File: src/rtl/pipelined_carry_adder_if.sv
// Operand/result handshake bundle for the pipelined add/subtract unit.
// The master drives operands and out_ready; the slave (the adder) drives results and in_ready.
interface pipelined_carry_adder_if #(
  parameter int WIDTH = 32
);
  logic             in_valid;
  logic             in_ready;
  logic [WIDTH-1:0] a;
  logic [WIDTH-1:0] b;
  logic             cin;
  logic             sub;
  logic             out_valid;
  logic             out_ready;
  logic [WIDTH-1:0] sum;
  logic             cout;
  logic             ovf;

  modport master (
    output in_valid, a, b, cin, sub, out_ready,
    input  in_ready, out_valid, sum, cout, ovf
  );

  modport slave (
    input  in_valid, a, b, cin, sub, out_ready,
    output in_ready, out_valid, sum, cout, ovf
  );
endinterface

File: src/rtl/pipelined_carry_adder.sv
// Pipelined ripple-carry add/subtract: one SEG-bit ripple segment per stage, carry registered
// between stages, whole pipe advancing together on a single enable (no bubble collapse).
module pipelined_carry_adder #(
  parameter int WIDTH = 32,
  parameter int SEG   = 8
) (
  input  logic                  clk,
  input  logic                  rst,
  pipelined_carry_adder_if.slave bus
);
  localparam int NSTG = WIDTH / SEG;

  if (SEG < 1 || (WIDTH % SEG) != 0) begin : g_param_check
    $error("pipelined_carry_adder: WIDTH must be a positive multiple of SEG");
  end

  logic             en;
  logic             out_valid_reg;
  logic             cout_reg;
  logic             ovf_reg;
  logic [WIDTH-1:0] sum_reg;
  logic [WIDTH-1:0] sum_next;

  assign en            = !out_valid_reg || bus.out_ready;
  assign bus.in_ready  = en && !rst;
  assign bus.out_valid = out_valid_reg;
  assign bus.sum       = sum_reg;
  assign bus.cout      = cout_reg;
  assign bus.ovf       = ovf_reg;

  // Stage gi sees only the operand bits not yet consumed (RW wide); its segment is the low SEG bits.
  for (genvar gi = 0; gi < NSTG; gi++) begin : g_stg
    localparam int RW = WIDTH - gi * SEG;

    logic [RW-1:0]  a_in;
    logic [RW-1:0]  b_in;
    logic           c_in;
    logic           v_in;
    logic [SEG:0]   c;
    logic [SEG-1:0] s;

    if (gi == 0) begin : g_head
      assign a_in = bus.a;
      assign b_in = bus.sub ? ~bus.b : bus.b;
      assign c_in = bus.sub | bus.cin;
      assign v_in = bus.in_valid & bus.in_ready;
    end else begin : g_body
      logic [RW-1:0]       a_reg;
      logic [RW-1:0]       b_reg;
      logic                c_reg;
      logic                v_reg;
      logic [gi*SEG-1:0]   lo_reg;

      always_ff @(posedge clk) begin
        if (rst) begin
          v_reg <= 1'b0;
        end else if (en) begin
          v_reg <= g_stg[gi-1].v_in;
        end
      end

      always_ff @(posedge clk) begin
        if (en) begin
          c_reg <= g_stg[gi-1].c[SEG];
          a_reg <= g_stg[gi-1].a_in[RW+SEG-1:SEG];
          b_reg <= g_stg[gi-1].b_in[RW+SEG-1:SEG];
        end
      end

      // Completed lower sum segments ride along so every segment of one op exits together.
      if (gi == 1) begin : g_lo_first
        always_ff @(posedge clk) begin
          if (en) begin
            lo_reg <= g_stg[0].s;
          end
        end
      end else begin : g_lo_chain
        always_ff @(posedge clk) begin
          if (en) begin
            lo_reg <= {g_stg[gi-1].s, g_stg[gi-1].g_body.lo_reg};
          end
        end
      end

      assign a_in = a_reg;
      assign b_in = b_reg;
      assign c_in = c_reg;
      assign v_in = v_reg;
    end

    always_comb begin
      s    = '0;
      c    = '0;
      c[0] = c_in;
      for (int j = 0; j < SEG; j++) begin
        s[j]   = a_in[j] ^ b_in[j] ^ c[j];
        c[j+1] = (a_in[j] & b_in[j]) | (c[j] & (a_in[j] ^ b_in[j]));
      end
    end
  end

  if (NSTG == 1) begin : g_sum_single
    assign sum_next = g_stg[0].s;
  end else begin : g_sum_multi
    assign sum_next = {g_stg[NSTG-1].s, g_stg[NSTG-1].g_body.lo_reg};
  end

  // Result registers only load when a valid slot arrives, so bubbles never disturb them.
  always_ff @(posedge clk) begin
    if (rst) begin
      out_valid_reg <= 1'b0;
      sum_reg       <= '0;
      cout_reg      <= 1'b0;
      ovf_reg       <= 1'b0;
    end else if (en) begin
      out_valid_reg <= g_stg[NSTG-1].v_in;
      if (g_stg[NSTG-1].v_in) begin
        sum_reg  <= sum_next;
        cout_reg <= g_stg[NSTG-1].c[SEG];
        ovf_reg  <= g_stg[NSTG-1].c[SEG] ^ g_stg[NSTG-1].c[SEG-1];
      end
    end
  end
endmodule
File: src/flat_wrapper.sv
// flat-port wrapper written by rule: the top's interface ports become plain ports
module pipelined_carry_adder_flat 
#(
  parameter int WIDTH = 32,
  parameter int SEG   = 8
)
  (clk, rst, bus_in_valid, bus_a, bus_b, bus_cin, bus_sub, bus_out_ready, bus_in_ready, bus_out_valid, bus_sum, bus_cout, bus_ovf);
  pipelined_carry_adder_if #(.WIDTH(WIDTH)) bus_i ();
  input  logic clk;
  input  logic rst;
  input wire logic [$bits(bus_i.in_valid)-1:0] bus_in_valid;
  input wire logic [$bits(bus_i.a)-1:0] bus_a;
  input wire logic [$bits(bus_i.b)-1:0] bus_b;
  input wire logic [$bits(bus_i.cin)-1:0] bus_cin;
  input wire logic [$bits(bus_i.sub)-1:0] bus_sub;
  input wire logic [$bits(bus_i.out_ready)-1:0] bus_out_ready;
  output wire logic [$bits(bus_i.in_ready)-1:0] bus_in_ready;
  output wire logic [$bits(bus_i.out_valid)-1:0] bus_out_valid;
  output wire logic [$bits(bus_i.sum)-1:0] bus_sum;
  output wire logic [$bits(bus_i.cout)-1:0] bus_cout;
  output wire logic [$bits(bus_i.ovf)-1:0] bus_ovf;
  assign bus_i.in_valid = bus_in_valid;
  assign bus_i.a = bus_a;
  assign bus_i.b = bus_b;
  assign bus_i.cin = bus_cin;
  assign bus_i.sub = bus_sub;
  assign bus_i.out_ready = bus_out_ready;
  assign bus_in_ready = bus_i.in_ready;
  assign bus_out_valid = bus_i.out_valid;
  assign bus_sum = bus_i.sum;
  assign bus_cout = bus_i.cout;
  assign bus_ovf = bus_i.ovf;
  pipelined_carry_adder #(.WIDTH(WIDTH), .SEG(SEG)) u_core (.clk(clk), .rst(rst), .bus(bus_i));
endmodule
File: config.mk
export PLATFORM = sky130hd
export DESIGN_NAME = pipelined_carry_adder_flat
export DESIGN_NICKNAME = d
export VERILOG_FILES = /design/src/rtl/pipelined_carry_adder_if.sv /design/src/rtl/pipelined_carry_adder.sv /design/src/flat_wrapper.sv
export SDC_FILE = /design/constraint.sdc
export NUM_CORES = 1
export LEC_CHECK = 0
export ABC_AREA = 1
export CORE_MARGIN = 2
export CORE_UTILIZATION = 26
export CTS_CLUSTER_SIZE = 14
export DETAILED_ROUTE_END_ITERATION = 12
export SLEW_MARGIN = 20
export SYNTH_ARGS = -nofsm -noshare
export SYNTH_HDL_FRONTEND = slang
export SYNTH_SLANG_ARGS = --single-unit
File: constraint.sdc
create_clock -name clk -period 11.3 [get_ports clk]
set_input_delay 1.695 -clock clk [delete_from_list [all_inputs] [get_ports clk]]
set_output_delay 1.695 -clock clk [all_outputs]
set_load 0.03 [all_outputs]
==> results.sh <==
export IMPL_end_kind="output port"
export IMPL_timing_critical_path_to="bus_in_ready"
export IMPL_num_nets_final=677
export IMPL_rsz0062_at_grt="no"
export IMPL_post_synth_num_cell_types=20
export IMPL_final_max_slew_viol_count=0
export IMPL_mostFrequentLayoutCell="edfxtp_1"
export IMPL_grt_use_total_pct=8.63
export IMPL_crit_type="in -> out"
export IMPL_detail_route_iter0_violations=194
export IMPL_worstPathArrival_ns=3.91
export IMPL_grt_pass1_wl_microns=19200
export IMPL_tightest_slew_ns=1.01
export IMPL_core_area_sq_um=27700
export IMPL_syn_nets=573
export IMPL_slowest_stage="clkdlybuf4s50_1"
export IMPL_largest_net_degree_at_the_start_of_global_routing=140
export IMPL_detailed_place_hpwl_microns=7700
export IMPL_finalWorstPathRequiredPeriod_ns=5.60
export IMPL_filler_cell_count=2704
export IMPL_report_final_setup_viol=0
export IMPL_wl_per_cell_microns=12.5
export IMPL_maximum_fanout_encountered_on_the_critical_timing_path=139
export IMPL_crit_path_max_cell_delay_ns=0.67
export IMPL_place_worst_setup_slack_ns=5.33
export IMPL_power_density_cell_area_nw_per_um2=177
export IMPL_hold_violations=0
export IMPL_worst_r2r_startpoint="u_core.g_stg[3].c_in"
export IMPL_worst_ep_required_time_ns=9.61
export IMPL_detail_route_antenna_nets=0
export IMPL_critical_path_cell_chain="clkdlybuf4s50_1 > inv_2 > nand2_8 > inv_1 > nor2_1 > clkdlybuf4s50_1"
export IMPL_cts_sink_count=185
export IMPL_timing_rr_end="u_core.bus.sum[31]"
export IMPL_tritoncts_num_buffers=17
export IMPL_final_seq_area_sq_um=5180
export IMPL_detail_route_wirelength_microns=12100
export IMPL_top_layer_used="met4"
export IMPL_synth_top_cell_by_area="edfxtp_1"
export IMPL_grt_antenna_before_repair=0
export IMPL_max_clock_skew_ns=0.0113
export IMPL_vias=3565
export IMPL_ys_ff_latch=185
export IMPL_slew_limit_headroom_pct=32.4
export IMPL_grt_pass1_vias=3631
export IMPL_hold_path_class="reg -> reg"
export IMPL_antenna_cells=0
export IMPL_cts_htree_levels=4
export IMPL_clockBufferDepth=2
export IMPL_met2RoutedLength_microns=5780
export IMPL_timing_critical_path_from_type="input pin"
export IMPL_first_drt_pass_iteration_count=4
export IMPL_syn_instance_count=471
export IMPL_die_boundary_width_microns=172
export IMPL_synth_warning_count=0
export IMPL_route_layer_met1_wl_microns=5680
export IMPL_hold_slack_ns=0.415
export IMPL_worst_r2r_setup_slack_ns=6.93
export IMPL_fin_tns_setup_ns=0
export IMPL_final_worst_path_period_share_pct=49.6
export IMPL_postCtsHoldBufs=0
export IMPL_rd_place_congestion=0.723
export IMPL_met3_length_microns=487
export IMPL_clk_root_buffer_cell="clkbuf_16"
export IMPL_rows=61
export IMPL_timing_critical_path_mode_cell="clkdlybuf4s50_1"
export IMPL_die_area_sq_um=29500
export IMPL_total_power_uw=1630
export IMPL_fmax_achieved_mhz=178
export IMPL_final_instance_count_excl_fill=966
export IMPL_post_synth_instance_area_sq_um=7310
export IMPL_register_area_share_after_synthesis_pct=70.8
export IMPL_numPlacedInstances=934
export IMPL_synthesis_area_per_instance_sq_um=15.5
export IMPL_viasPerCell=3.69
export IMPL_status="completed"
export IMPL_drcViolationCount=0
export IMPL_cts_resized_gates=0
export IMPL_synth_top_area_share_pct=60.4
export IMPL_initial_core_util_pct=26.4
export IMPL_worstSkewPairLatency_ns=0.42
export IMPL_synthTopCellsByArea="edfxtp_1 60%, dfxtp_1 10%, fa_1 8.8%"
export IMPL_worst_ir_drop_vdd_mv=0.0868
export IMPL_critPathLaunch="bus_out_ready"
export IMPL_io_pins=106
export IMPL_cap_viol_max_count=0
export IMPL_cts_repair_timing_setup_buffer_count=0
export IMPL_layout_cells_most_common_list="147 x edfxtp_1, 104 x clkdlybuf4s50_1, 45 x inv_1, 41 x nor2_1, 41 x nand2_1"
export IMPL_reg2reg_depth=14
export IMPL_grt_ovfl_total=0
export IMPL_dieHeight_microns=172
export IMPL_postLayoutSetupSlackWorst_ns=5.70
export IMPL_total_leakage_power_uw=0.00346
export IMPL_multi_input_comb_area_sq_um=1750
export IMPL_cts_clk_slew_worst_paths_ns=0.07
export IMPL_placement_io_buffers=105
export IMPL_tritoncts="yes"
export IMPL_fraction_of_final_layout_cells_with_drive_strength_greater_than_1_pct=9.86
export IMPL_syn_to_final_growth_pct=26.3
## cell families after synthesis
group	after synthesis	share of synthesized area, %
buffers and inverters	69	5.44
adder cells (fa/ha/maj)	32	8.76
AND/OR/NAND/NOR	116	7.65
flip-flops	185	70.8
XOR/XNOR	32	3.83
AO/OA/AOI/OAI	37	3.56
## power breakdown
group          switching [uW]  leakage (uW)  internal (uW)
clock network             266      0.000287            333
registers                30.6       0.00186            848
logic                    74.9       0.00131           81.5
total                     371       0.00346           1260
## worst max-delay path, delay by kind of cell
| family | cells | cell delay, ns |
|---|---|---|
| buffers and inverters | 4 | 1.41 |
| and+or+nand+nor | 2 | 0.77 |
## layer usage
layer | global-route usage [%] | up-vias
met5 | 0 | -
met4 | 3.43 | 0
met3 | 2.25 | 9
met2 | 14.1 | 66
met1 | 10.9 | 1697
li1 | - | 1793
## synthesized netlist by cell type
cell,instances
dfxtp_1,38
nand3b_1,30
edfxtp_1,147
inv_1,45
buf_4,2
nand3_1,3
xor2_1,25
buf_8,2
inv_2,2
fa_1,32
nor2_1,41
xnor2_1,7
a21oi_2,20
nand2_1,41
buf_6,9
a21oi_1,15
nand2_4,1
buf_12,2
buf_2,7
o21ai_0,2
## metrics by stage
step | area [sq um] | utilization, %
3_5_place_dp | 8640 | 31.2
5_1_grt | 9230 | 33.3
4_1_cts | 9230 | 33.3
2_1_floorplan | 7310 | -
6_report | 9230 | 33.3
3_3_place_gp | 8640 | 31.2
## worst min path at each step
stage | start | slack, ns | to | cells after the start
6_report | u_core.g_stg[2].b_in[15] | 0.42 | u_core.g_stg[3].b_in[7] | 0
3_5_place_dp | u_core.g_stg[1].b_in[14] | 0.40 | u_core.g_stg[2].b_in[6] | 0
4_1_cts | u_core.g_stg[1].b_in[19] | 0.41 | u_core.g_stg[2].b_in[11] | 0
3_3_place_gp | u_core.g_stg[2].g_body.lo_reg[8] | 0.40 | u_core.g_stg[3].g_body.lo_reg[8] | 0
5_1_grt | u_core.g_stg[1].a_in[19] | 0.42 | u_core.g_stg[2].a_in[11] | 0
2_1_floorplan | u_core.g_stg[1].a_in[8] | 0.40 | u_core.g_stg[2].a_in[0] | 0
## layout make-up
type / instances / area share [%]
flip-flops and latches: 185 / 56.1
inverters: 47 / 1.91
repair buffers: 107 / 11.5
clock buffers: 18 / 4.65
multi-input cells: 217 / 18.9
well taps: 378 / 5.12
clock inverters: 14 / 1.80
Power figures use the tool's default switching activity.
